[src/rtl/cpu3_sum_display_if.sv]
// Board-side signal bundle for the CPU3 sum display: slide switches in,
// multiplexed 7-segment drives out.
interface cpu3_sum_display_if;
  logic sw0, sw1, sw2, sw3, sw4, sw5, sw6, sw7, sw8, sw9, sw10, sw11, sw12, sw13;
  logic a, b, c, d, e, f, g, dp;
  logic d0, d1, d2, d3, d4, d5, d6, d7;

  modport master (
    output sw0, sw1, sw2, sw3, sw4, sw5, sw6, sw7, sw8, sw9, sw10, sw11, sw12, sw13,
    input  a, b, c, d, e, f, g, dp,
    input  d0, d1, d2, d3, d4, d5, d6, d7
  );

  modport slave (
    input  sw0, sw1, sw2, sw3, sw4, sw5, sw6, sw7, sw8, sw9, sw10, sw11, sw12, sw13,
    output a, b, c, d, e, f, g, dp,
    output d0, d1, d2, d3, d4, d5, d6, d7
  );
endinterface

[src/rtl/cpu3_sum_display.sv]
// CPU3 board top: iterative S = 1+..+N, double-dabble to 8 BCD digits,
// shown on a scanned common-anode 8-digit display.
module cpu3_sum_display #(
  parameter int SCAN_DIV = 16
) (
  input  logic            clk,
  input  logic            sw14,
  cpu3_sum_display_if.slave io
);
  localparam int SW = $clog2(SCAN_DIV);

  typedef enum logic [1:0] {IDLE, SUM, CONV, DONE} state_t;

  logic        rst_n;
  state_t      state, state_nx;
  logic        sw13_q, start;
  logic [12:0] n, sw_n;
  logic [13:0] i;
  logic [24:0] acc;
  logic [4:0]  cnt;
  logic [31:0] bcd, bcd_adj, disp;
  logic [SW+2:0] scan;
  logic [2:0]  idx;
  logic [3:0]  nib;
  logic [6:0]  seg;
  logic [7:0]  dig;

  assign rst_n = sw14;
  assign start = io.sw13 & ~sw13_q;
  assign sw_n  = {io.sw12, io.sw11, io.sw10, io.sw9, io.sw8, io.sw7, io.sw6,
                  io.sw5, io.sw4, io.sw3, io.sw2, io.sw1, io.sw0};

  // Per-digit add-3 correction applied before every double-dabble shift
  for (genvar k = 0; k < 8; k++) begin : g_dd
    assign bcd_adj[4*k +: 4] = (bcd[4*k +: 4] >= 4'd5) ? bcd[4*k +: 4] + 4'd3
                                                       : bcd[4*k +: 4];
  end

  always_ff @(posedge clk or negedge rst_n) begin
    if (!rst_n) state <= IDLE;
    else        state <= state_nx;
  end

  always_comb begin
    state_nx = state;
    case (state)
      IDLE: if (start) state_nx = SUM;
      SUM:  if (i > {1'b0, n}) state_nx = CONV;
      CONV: if (cnt == 5'd24) state_nx = DONE;
      DONE: if (!io.sw13) state_nx = IDLE;
      default: state_nx = IDLE;
    endcase
  end

  always_ff @(posedge clk or negedge rst_n) begin
    if (!rst_n) begin
      sw13_q <= 1'b0;
      n      <= '0;
      i      <= '0;
      acc    <= '0;
      cnt    <= '0;
      bcd    <= '0;
      disp   <= '0;
    end else begin
      sw13_q <= io.sw13;
      case (state)
        IDLE: if (start) begin
          n   <= sw_n;
          acc <= '0;
          i   <= 14'd1;
        end
        SUM: if (i <= {1'b0, n}) begin
          acc <= acc + {11'd0, i};
          i   <= i + 14'd1;
        end else begin
          bcd <= '0;
          cnt <= '0;
        end
        CONV: begin
          // {bcd,acc} shifts left as one 57-bit register
          bcd <= {bcd_adj[30:0], acc[24]};
          acc <= {acc[23:0], 1'b0};
          cnt <= cnt + 5'd1;
          if (cnt == 5'd24) disp <= {bcd_adj[30:0], acc[24]};
        end
        default: ;
      endcase
    end
  end

  always_ff @(posedge clk or negedge rst_n) begin
    if (!rst_n) scan <= '0;
    else        scan <= scan + 1'b1;
  end

  assign idx = scan[SW+2:SW];
  assign nib = disp[{idx, 2'b00} +: 4];
  assign dig = ~(8'b1 << idx);

  always_comb begin
    seg = 7'b111_1111;
    case (nib)
      4'd0: seg = 7'b100_0000;
      4'd1: seg = 7'b111_1001;
      4'd2: seg = 7'b010_0100;
      4'd3: seg = 7'b011_0000;
      4'd4: seg = 7'b001_1001;
      4'd5: seg = 7'b001_0010;
      4'd6: seg = 7'b000_0010;
      4'd7: seg = 7'b111_1000;
      4'd8: seg = 7'b000_0000;
      4'd9: seg = 7'b001_0000;
      default: seg = 7'b111_1111;
    endcase
  end

  assign {io.g, io.f, io.e, io.d, io.c, io.b, io.a} = seg;
  assign io.dp = 1'b1;
  assign {io.d7, io.d6, io.d5, io.d4, io.d3, io.d2, io.d1, io.d0} = dig;
endmodule

[src/flat_wrapper.sv]
// flat-port wrapper written by rule: the top's interface ports become plain ports
module cpu3_sum_display_flat 
#(
  parameter int SCAN_DIV = 16
)
  (clk, sw14, io_sw0, io_sw1, io_sw2, io_sw3, io_sw4, io_sw5, io_sw6, io_sw7, io_sw8, io_sw9, io_sw10, io_sw11, io_sw12, io_sw13, io_a, io_b, io_c, io_d, io_e, io_f, io_g, io_dp, io_d0, io_d1, io_d2, io_d3, io_d4, io_d5, io_d6, io_d7);
  cpu3_sum_display_if io_i ();
  input  logic clk;
  input  logic sw14;
  input wire logic [$bits(io_i.sw0)-1:0] io_sw0;
  input wire logic [$bits(io_i.sw1)-1:0] io_sw1;
  input wire logic [$bits(io_i.sw2)-1:0] io_sw2;
  input wire logic [$bits(io_i.sw3)-1:0] io_sw3;
  input wire logic [$bits(io_i.sw4)-1:0] io_sw4;
  input wire logic [$bits(io_i.sw5)-1:0] io_sw5;
  input wire logic [$bits(io_i.sw6)-1:0] io_sw6;
  input wire logic [$bits(io_i.sw7)-1:0] io_sw7;
  input wire logic [$bits(io_i.sw8)-1:0] io_sw8;
  input wire logic [$bits(io_i.sw9)-1:0] io_sw9;
  input wire logic [$bits(io_i.sw10)-1:0] io_sw10;
  input wire logic [$bits(io_i.sw11)-1:0] io_sw11;
  input wire logic [$bits(io_i.sw12)-1:0] io_sw12;
  input wire logic [$bits(io_i.sw13)-1:0] io_sw13;
  output wire logic [$bits(io_i.a)-1:0] io_a;
  output wire logic [$bits(io_i.b)-1:0] io_b;
  output wire logic [$bits(io_i.c)-1:0] io_c;
  output wire logic [$bits(io_i.d)-1:0] io_d;
  output wire logic [$bits(io_i.e)-1:0] io_e;
  output wire logic [$bits(io_i.f)-1:0] io_f;
  output wire logic [$bits(io_i.g)-1:0] io_g;
  output wire logic [$bits(io_i.dp)-1:0] io_dp;
  output wire logic [$bits(io_i.d0)-1:0] io_d0;
  output wire logic [$bits(io_i.d1)-1:0] io_d1;
  output wire logic [$bits(io_i.d2)-1:0] io_d2;
  output wire logic [$bits(io_i.d3)-1:0] io_d3;
  output wire logic [$bits(io_i.d4)-1:0] io_d4;
  output wire logic [$bits(io_i.d5)-1:0] io_d5;
  output wire logic [$bits(io_i.d6)-1:0] io_d6;
  output wire logic [$bits(io_i.d7)-1:0] io_d7;
  assign io_i.sw0 = io_sw0;
  assign io_i.sw1 = io_sw1;
  assign io_i.sw2 = io_sw2;
  assign io_i.sw3 = io_sw3;
  assign io_i.sw4 = io_sw4;
  assign io_i.sw5 = io_sw5;
  assign io_i.sw6 = io_sw6;
  assign io_i.sw7 = io_sw7;
  assign io_i.sw8 = io_sw8;
  assign io_i.sw9 = io_sw9;
  assign io_i.sw10 = io_sw10;
  assign io_i.sw11 = io_sw11;
  assign io_i.sw12 = io_sw12;
  assign io_i.sw13 = io_sw13;
  assign io_a = io_i.a;
  assign io_b = io_i.b;
  assign io_c = io_i.c;
  assign io_d = io_i.d;
  assign io_e = io_i.e;
  assign io_f = io_i.f;
  assign io_g = io_i.g;
  assign io_dp = io_i.dp;
  assign io_d0 = io_i.d0;
  assign io_d1 = io_i.d1;
  assign io_d2 = io_i.d2;
  assign io_d3 = io_i.d3;
  assign io_d4 = io_i.d4;
  assign io_d5 = io_i.d5;
  assign io_d6 = io_i.d6;
  assign io_d7 = io_i.d7;
  cpu3_sum_display #(.SCAN_DIV(SCAN_DIV)) u_core (.clk(clk), .sw14(sw14), .io(io_i));
endmodule
[config.mk]
export PLATFORM = sky130hd
export DESIGN_NAME = cpu3_sum_display_flat
export DESIGN_NICKNAME = d
export VERILOG_FILES = /design/src/rtl/cpu3_sum_display_if.sv /design/src/rtl/cpu3_sum_display.sv /design/src/flat_wrapper.sv
export SDC_FILE = /design/constraint.sdc
export NUM_CORES = 1
export LEC_CHECK = 0
export ABC_AREA = 1
export CORE_ASPECT_RATIO = 0.8
export CORE_MARGIN = 2
export CORE_UTILIZATION = 65
export DETAILED_ROUTE_END_ITERATION = 10
export MAX_ROUTING_LAYER = met4
export PLACE_DENSITY = 0.86
export REMOVE_ABC_BUFFERS = 1
export SLEW_MARGIN = 20
export SYNTH_ARGS = -nofsm -noshare
export SYNTH_HDL_FRONTEND = slang
export SYNTH_SLANG_ARGS = --single-unit
[constraint.sdc]
create_clock -name clk -period 4.4 [get_ports clk]
set_input_delay 0.66 -clock clk [delete_from_list [all_inputs] [get_ports clk]]
set_output_delay 0.66 -clock clk [all_outputs]
set_load 0.01 [all_outputs]
After elaboration in Yosys (flattened, before gate mapping)

Memories as Yosys holds them, arrays and structs flattened.
Index checks and enable logic that the tools add are counted.

Register bits: 131
ROM bits: 112
Bits of input ports: 16
Output and inout port bits: 16
Memories kept: 1

Memories:

| name             | words | bits a word | rd ports | clocked after Yosys merged registers in | write ports | line                    | text |
|---|---|---|---|---|---|---|---|
| (name not given) | 16    | 7           | 1        | 0                                       | 0           | cpu3_sum_display.sv:102 | `case (nib)` |

$add $sub $neg: 12
Magnitude comparators: 10
Eq/ne operators: 10
Shift-type cells: 2
Mux-type cells: 23
Bitwise operators: 3
Reductions and logical operators: 10

Operator list:

| cell                                                                     | count |
|---|---|
| 25-bit one-hot mux with 3 select lines                                   | 1 |
| 32-bit one-hot mux with 2 select lines                                   | 1 |
| 25-bit two-way mux                                                       | 2 |
| 4-bit by 3-bit >= comparator with 1-bit output (second input constant)   | 8 |
| 32-bit two-way mux                                                       | 1 |
| 32-bit by 6-bit variable part select with 4-bit output                   | 1 |
| 4-bit by 2-bit adder with 4-bit output (second input constant)           | 7 |
| 14-bit two-way mux                                                       | 2 |
| 4-bit two-way mux                                                        | 7 |
| 14-bit one-hot mux with 2 select lines                                   | 1 |
| 25-bit by 14-bit adder with 25-bit output                                | 1 |
| 14-bit by 1-bit adder with 14-bit output (second input constant)         | 1 |
| 14-bit by 13-bit greater-than comparator with 1-bit output               | 1 |
| 14-bit by 13-bit <= comparator with 1-bit output                         | 1 |
| 5-bit one-hot mux with 2 select lines                                    | 1 |
| 2-bit two-way mux                                                        | 4 |
| 2-bit by 1-bit inequality test with 1-bit output (second input constant) | 4 |
| 8-bit inverter                                                           | 1 |
| 2-bit one-hot mux with 4 select lines                                    | 1 |
| 1-bit by 3-bit left shift with 8-bit output (first input constant)       | 1 |
| 7-bit by 1-bit adder with 7-bit output (second input constant)           | 1 |
| 2-bit AND reduction                                                      | 3 |
| 3-bit AND reduction                                                      | 2 |
| 5-bit by 1-bit adder with 5-bit output (second input constant)           | 1 |
| other kinds (13)                                                         | 16 |

Logic depth before layout (Yosys ltp)

Gate-level depths: netlist of run 1.

Depth in word-level cells: 4
Depth in mapped cells: 15
Mapped depth without buffers: 15

Worst setup path after synthesis of run 1

Ideal clock, no wire load.

Kind: register -> output
From: register u_core.scan[4]
To: output port io_d
Data arrival time: 1754 ps
Required time: 3740 ps
Path slack: 1986 ps
Stages on the path, launching flop included: 11
Path buffers: 0
Cells stage by stage: dfrtp_1 > nor2_2 > a22oi_1 > nand2_1 > inv_1 > o21ai_2 > inv_1 > ha_1 > nand3_1 > nand3_1 > nand2_1

Longest elaborated chain between the ends: 2

RTL lines:

| item                                                   | line                   | text |
|---|---|---|
| start, declared                                        | cpu3_sum_display.sv:22 | `logic [SW+2:0] scan;` |
| start signal, assigned                                 | cpu3_sum_display.sv:93 | `else scan <= scan + 1'b1;` |
| 32-bit by 6-bit variable part select with 4-bit output | cpu3_sum_display.sv:97 | `assign nib = disp[{idx, 2'b00} +: 4];` |
| memory read 16 x 7 bit                                 | --                     |  |
| end, declared                                          | flat_wrapper.sv:27     | `output wire logic [$bits(io_i.d)-1:0] io_d;` |

Every way passes these cells.

Worst setup path in the final report of run 1

From: register u_core.scan[5]
To: output port io_d

Same word-level chain as after synthesis.

==> results of run 1 <==
[report_power, final]
group          total, mW  switching [mW]  leakage (nW)  internal [mW]
combinational      0.967           0.716          2.74          0.250
sequential          1.37          0.0694          1.77           1.30
clock               1.48           0.618         0.299          0.863
[registers in the layout, summed over array words and instances, names as in the netlist]
| name | cells |
|---|---|
| u_core.sw13_q | 1 |
| u_core.scan | 7 |
| u_core.acc | 25 |
| u_core.n | 13 |
| u_core.i | 14 |
| u_core.state | 2 |
| u_core.disp | 32 |
| u_core.bcd | 32 |
| u_core.cnt | 5 |
[final timing paths]
path                            slack [ns]            start        endpoint  depth (start not counted)
worst max-delay path                  0.74   u_core.scan[5]            io_d                         11
worst min-delay path                  0.15             sw14  u_core.acc[18]                          1
worst max register to register        1.33  u_core.state[1]   u_core.cnt[2]                          8
worst min register to register        0.45   u_core.scan[0]  u_core.scan[0]                          1
max in group asynchronous             3.32             sw14  u_core.disp[7]                          2
min in group clk                      0.45   u_core.scan[0]  u_core.scan[0]                          1
[cells in the mapped netlist, types with 2 or more instances]
cell / count / share of area
sky130_fd_sc_hd__nand2_4: 5 / 0.0065
sky130_fd_sc_hd__clkbuf_1: 13 / 0.0057
sky130_fd_sc_hd__nor3_1: 13 / 0.0075
sky130_fd_sc_hd__buf_6: 7 / 0.0091
sky130_fd_sc_hd__a22oi_1: 7 / 0.0061
sky130_fd_sc_hd__and3_1: 2 / 0.0015
sky130_fd_sc_hd__inv_1: 144 / 0.063
sky130_fd_sc_hd__nand3b_1: 5 / 0.0044
sky130_fd_sc_hd__xor2_1: 24 / 0.024
sky130_fd_sc_hd__buf_4: 4 / 0.0035
sky130_fd_sc_hd__o21bai_1: 2 / 0.0017
sky130_fd_sc_hd__buf_2: 3 / 0.0017
sky130_fd_sc_hd__o22ai_1: 6 / 0.0044
sky130_fd_sc_hd__buf_1: 3 / 0.0013
sky130_fd_sc_hd__inv_2: 8 / 0.0035
sky130_fd_sc_hd__a21oi_1: 47 / 0.027
sky130_fd_sc_hd__o22ai_2: 20 / 0.029
sky130_fd_sc_hd__xnor2_1: 3 / 0.0030
sky130_fd_sc_hd__o21ai_0: 83 / 0.048
sky130_fd_sc_hd__dfrtp_1: 131 / 0.38
sky130_fd_sc_hd__nand4_1: 5 / 0.0036
sky130_fd_sc_hd__o21ai_2: 2 / 0.0020
sky130_fd_sc_hd__nand2_1: 390 / 0.17
sky130_fd_sc_hd__nor2_1: 78 / 0.034
sky130_fd_sc_hd__o21ai_1: 5 / 0.0029
sky130_fd_sc_hd__or2_2: 9 / 0.0065
sky130_fd_sc_hd__nand3_1: 71 / 0.041
sky130_fd_sc_hd__ha_1: 57 / 0.083
sky130_fd_sc_hd__nand2_2: 6 / 0.0044
[layer usage]
metal / part of all wire / track usage / vias up
met2: 0.45 / 0.469 / 275
li1: - / - / 3791
met3: 0.060 / 0.0548 / 30
met5: 0 / - / -
met4: 0.015 / 0.104 / 0
met1: 0.47 / 0.436 / 3695
[cells by family (layout without fill, tap and decap cells)]
group	count (synthesis)	count (layout)	synth area share
xor gates and xnor gates	27	27	0.0274
AOI/OAI and AO/OA	181	181	0.132
DFF	131	131	0.380
and+or+nand+nor	588	588	0.285
muxes	1	1	0.00131
adders and majority gates	58	58	0.0850
other	1	1	0.000435
buffers and inverters	184	220	0.0896
[through the flow]
stage	utilization	total power, mW	hold slack, ns	instance area [sq um]	setup WS [ns]
after floorplan	-	2.03	0.364	8430	1.81
after global placement	0.696	2.30	0.439	8990	1.38
after detailed placement	0.696	2.33	0.443	8990	1.26
after CTS	0.743	3.82	0.163	9600	0.748
after global routing	0.743	4.00	0.187	9600	0.526
final	0.743	3.81	0.148	9600	0.740
[worst max-delay path, delay by kind of cell, from the launching register on]
kind	cells	cell delay (ns)
fa+ha+maj	1	0.32
flops	1	0.44
compound gates	2	0.36
buf+inv	3	0.73
simple gates	5	0.71
[cell type report]
cell class              count  share of cell area
inverters                 153              0.0598
well taps                 175              0.0228
repair buffers             35              0.0353
clock inverters            15              0.0198
flip-flops and latches    131               0.341
clock buffers              17              0.0443
multi-input cells         856               0.477
==> results list, run 1 <==
* Result of the run: finished, final reports clean
- Of all nets on the critical path, the largest fanout is 9.
- Post-synthesis instance area: around 0.0086 sq mm
* Worst slew pin tran: 0.950 ns
- Synthesis Warnings: 0
- The path class of the tightest hold or removal check is input port to asynchronous set/reset pin.
* Hold buffers post-CTS: 0
* Buffers inserted by post-CTS timing repair: 0
- Number of unique standard cell types used by synthesis: 47
- Buffer levels on the longest clock path: 2
- From bottom edge to top edge, the die measures 107 microns.
* Worst VDD drop: approximately 0.48 mV
- The die is 133 microns wide.
- In this run the core area contains 37 standard-cell rows.
* Peak clock frequency supported by timing: about 270 MHz
- CTS HTree Levels: 4
- 0 antenna diodes ended up in the layout.
* Setup crit start kind: register
- In the final layout, the share of cells above drive strength 1 is 0.0787.
- At the end of routability-driven placement, the weighted congestion stood at 0.951.
* Post-DR vias/cell: 5.64
- The worst path in the final design needs a cycle of 3.66 ns, including I/O delays and setup.
* Total Neg Setup Slack: 0 ns
* Kind of end point of the critical path: primary output
* Clock tree root driver cell: sky130_fd_sc_hd__clkbuf_16
- Peak per-stage delay on the critical path: 0.52 ns
* GRT Overall Usage: 0.313
- Number of buffers created by CTS: 17
- TritonCTS built the clock tree.
- Once detailed placement completed, the half-perimeter wirelength came to approximately 14 mm.
- For the worst setup path, the data arrival time is 3.00 ns.
- Clock transition at the registers of the reported paths: 0.06 ns
- Number of DRC violations after detailed routing: 0
* Multi-input gate area: about 0.0046 sq mm
* Worst-skew pair later-pin latency: between 0.4 and 0.5 ns
- Core outline area: 0.0129 sq mm
- Grt ovf: 0
- Post-route fraction of the period consumed by the critical path: 0.832
- The initial antenna violation count came to 0.
- WL/cell: 14.8 microns
* Sequential cell area: approximately 0.0033 sq mm
- Leaving out fill and tap cells, the most frequent cell in the layout is sky130_fd_sc_hd__nand2_1.
* Synthesis-to-layout area growth: 11.3%
- Total power per unit cell area: approximately 400 mW/mm^2
* Sequential-to-total area share from yosys stat: 0.380
- 32 I/O pins were placed.
- Entering global routing, the biggest net connects 53 pins.
- Number of sinks handled by clock tree synthesis: 131
* Drt pass-1 iters: 5
- The net count of the finished layout is 1268.
- The die covers 0.0142 sq mm.
- Vias in the first global route: 7185
- Crit Path Class: register to primary output
- Number of enable flip-flop cells after synthesis: 0
- Max cap viols: 0
- Initial core utilization: 0.668
* Mean cell area of the mapped netlist: approximately 7.4 sq um
- During placement, the flow inserted port buffers numbering 30.
- The synthesized design contains 131 register bits.
- Including well taps, the total number of placed cells is about 1400.
- The routed layout has 7791 vias.
- The filler cells instantiated in the layout total 939.
* Post-Route Skew: 0.00794 ns
- Reported leakage power: 4.80 nW
- At the worst endpoint, the required time is 3.74 ns.
- CP max stage cell: sky130_fd_sc_hd__clkdlybuf4s50_1
* Wire length of the first global-routing pass: approximately 35 mm
* Post-layout instance count excluding filler cells: roughly 1400
* Number of hold-slack violations in the final timing report: 0
- Count of antenna-violating nets left after detailed routing: 0
* Number of instances in the synthesized netlist: about 1200
- Post-CTS repair changed the size of 0 cells.
- Async set-or-reset flop fraction in the synthesized netlist: 1.00
- Summed over all layers, the routed wires come to ~20 mm.
* Cells along the critical path: nor2_2 > a22oi_1 > nand2_1 > inv_1 > o21ai_2 > inv_1 > ha_1 > nand3_1 > nand3_1 > nand2_1 > clkdlybuf4s50_1
- Slew margin rel.: 0.364
- Setup violations remaining at the end of the flow were counted as 0.
- In the layout the commonest cells are 390 x sky130_fd_sc_hd__nand2_1, 144 x sky130_fd_sc_hd__inv_1, 131 x sky130_fd_sc_hd__dfrtp_1.
- RSZ-0062 raised after global routing: no
* Most used flip-flop cell after synthesis: sky130_fd_sc_hd__dfrtp_1
- In this run, the number of DRC markers left after iteration 0 of detailed routing was 822.
- Number of max-slew violations in the final report: 0
No activity file was read; power rests on OpenSTA's default activity.
==> run 2, diff against run 1 <==
Settings changed: CORE_UTILIZATION 65 to 62, PLACE_DENSITY 0.86 to 0.83.
Clock period 4.4 ns to 3.8 ns, I/O delays scaled along.
==> results list, run 2 (synthesis gave the netlist of run 1 again) <==
- Result of the run: finished, final reports clean
* Post-Route Skew: about 0.015 ns
* Total power per unit cell area: around 460 mW/mm^2
- The setup check on the worst reg-to-reg path leaves a slack of 1.07 ns.
- Sw frac: 0.364
- Slew margin rel.: 0.431
* Last weighted congestion value of the routability-driven placer: 0.961
* GRT Overall Usage: 0.297
- Kind of end point of the critical path: primary output
* Part of the power in the clock network: 0.375
- The first global-routing pass estimated 33.8 mm of wire.
- Worst-path fanout max: 9
- Data arrival time of the worst path: 2.95 ns
- Total Neg Setup Slack: 0 ns
- The wire-length estimate of the detail-placed layout is 13.9 mm.
* Portion of total power attributed to combinational logic: 0.263
- Total via count after detailed routing: 7570
- TritonCTS created 17 clock buffers.
- Wire length reported by the detailed router: 19.9 mm
* Number of DRC violations after detailed routing: 0
- Depth of the worst register-to-register path: 11
- Switch Pwr: 1.59 mW
* Vias in the first global route: 7099
- Grt ovf: 0
- Walking the worst path, the cells encountered are nor2_2 > a22oi_1 > nand2_1 > inv_1 > o21ai_2 > inv_1 > ha_1 > nand3_1 > nand3_1 > nand2_1 > clkdlybuf4s50_1.
* Hold buffers post-CTS: 0
- The tree built by TritonCTS fans out to 131 sinks.
- Clock tree from TritonCTS: done
- The repair_antennas step left the layout with diodes totalling 0.
- The clock tree synthesis step divided the H-tree into 4 levels.
- Path category of the worst min-delay check: input port to asynchronous set/reset pin
- Summed over all cells, the static leakage comes to ~4.8 nW.
- Die outline width: roughly 140 microns
- Count of antenna-violating nets left after detailed routing: 0
* Largest net degree at the start of global routing: between 90 and 100
- Sequential cell fraction of total power: 0.362
* Number of max-slew violations in the final report: 0
* Drt pass-1 iters: 8
* Required time of the critical path: 3.23 ns
- Across all setup checks in the final design, the least slack found is about 0.28 ns.
- The design draws 4.37 mW.
- The worst register-to-register path begins at u_core.i[9].
- Dividing the detail-routed wire length by the instance count gives 14.3 microns.
* Number of hold-slack violations in the final timing report: 0
- In the routed layout, each cell is associated on average with a via count of between 5 and 6.
* Setup crit start kind: register
* Worst-skew pair later-pin latency: 0.43 ns
- Post-Place Setup Slack: 0.757 ns
- Buffers inserted by post-CTS timing repair: 0
- At the end of the flow, the number of nets in the layout was 1271.
* Internal Power: around 2.8 mW
- In the final layout, the share of cells above drive strength 1 is 0.0793.
- Leaving out fill and tap cells, the most frequent cells in the layout are 390 x sky130_fd_sc_hd__nand2_1, 144 x sky130_fd_sc_hd__inv_1, 131 x sky130_fd_sc_hd__dfrtp_1.
- Cell Area, Placed: 0.00901 sq mm
* Count of cells resized by post-cts repair: 0
* Buffer levels on the longest clock path: 2
* Peak per-stage delay on the critical path: 0.52 ns
* Antenna violations before repair: 0
- Die Footprint: roughly 0.015 sq mm
- The detailed router finished its first iteration with ~500 violations.
- 32 I/O pins were placed.
* End of the worst register-to-register path: u_core.bcd[26]
- Post-route fraction of the period consumed by the critical path: 0.926
- Setup violations remaining at the end of the flow were counted as 0.
- Measured along the y axis, the die boundary spans 110 microns.
- The critical path in this run is classified as register to primary output.
* RSZ-0062 raised after global routing: no
- Finished Cell Area: around 0.0096 sq mm
* Minimum period implied by the final worst setup slack: 3.52 ns
- Initial core utilization: 0.634
- Biggest registers after layout: u_core.bcd: 32 flops, u_core.disp: 32 flops, u_core.acc: 25 flops
- Max-cap violations in this run came to 0.
* Core outline area: 0.0136 sq mm
- Peak clock frequency supported by timing: 284 MHz
- Clock transition at the registers of the reported paths: 0.06 ns
- Worst slew pin tran: around 0.85 ns
- FILL cells: 1100
- The library cell used most frequently in the layout, excluding fill and tap cells, is sky130_fd_sc_hd__nand2_1.
- In this run the tool buffered the top-level ports with 30 buffer cells.
- Standard-cell rows: 38
- Worst VDD drop: 0.471 mV
- CTS placed an instance of sky130_fd_sc_hd__clkbuf_16 at the clock tree root.
- Synthesis-to-layout area growth: 11.3%
* CP max stage cell: sky130_fd_sc_hd__clkdlybuf4s50_1
==> run 2: final cells by class <==
class | count | area, sq um | area share
inverter | 153 | 574 | 0.0598
timing repair buffer | 38 | 362 | 0.0377
clock buffer | 19 | 433 | 0.0451
clock inverter | 13 | 151 | 0.0158
sequential | 131 | 3280 | 0.342
tap | 180 | 225 | 0.0235
multi-input combinational | 856 | 4580 | 0.477
==> run 2: metrics by stage <==
stage               hold WS, ns   util  instances
global route              0.279  0.706       1390
global placement          0.440  0.663       1358
CTS                       0.266  0.706       1390
detailed placement        0.456  0.663       1358
finish                    0.192  0.706       1390
floorplan                 0.274      -       1140
==> run 2: how the worst max path moves through the flow <==
stage,slack (ns),cells after the start,startpoint,to
2_1_floorplan,1.21,7,u_core.state[0],u_core.disp[10]
3_3_place_gp,0.83,11,u_core.scan[4],io_d
3_5_place_dp,0.76,11,u_core.scan[4],io_d
4_1_cts,0.30,11,u_core.scan[5],io_d
5_1_grt,0.08,11,u_core.scan[4],io_d
6_report,0.28,11,u_core.scan[4],io_d
==> run 2: routing by layer <==
layer | vias to the layer above | track usage | wire length (microns)
li1 | 3812 | - | -
met1 | 3540 | 0.422 | 9830
met2 | 199 | 0.434 | 8590
met3 | 19 | 0.0692 | 1180
met4 | 0 | 0.0722 | 256
met5 | - | - | 0
==> run 2: worst max-delay path: cells and delay by family, from the launching register on <==
family | cells | cell delay (ns)
compound gates | 2 | 0.36
simple gates | 5 | 0.72
buf+inv | 3 | 0.71
flops | 1 | 0.41
fa+ha+maj | 1 | 0.31
==> run 2: power by group through the flow <==
| stage | combinational [mW] | clock, mW | sequential [mW] |
|---|---|---|---|
| 4_1_cts | 1.14 | 1.65 | 1.58 |
| 6_report | 1.15 | 1.64 | 1.58 |
| 3_3_place_gp | 1.11 | 0 | 1.60 |
| 2_1_floorplan | 0.765 | 0 | 1.58 |
| 5_1_grt | 1.28 | 1.74 | 1.59 |
| 3_5_place_dp | 1.13 | 0 | 1.60 |
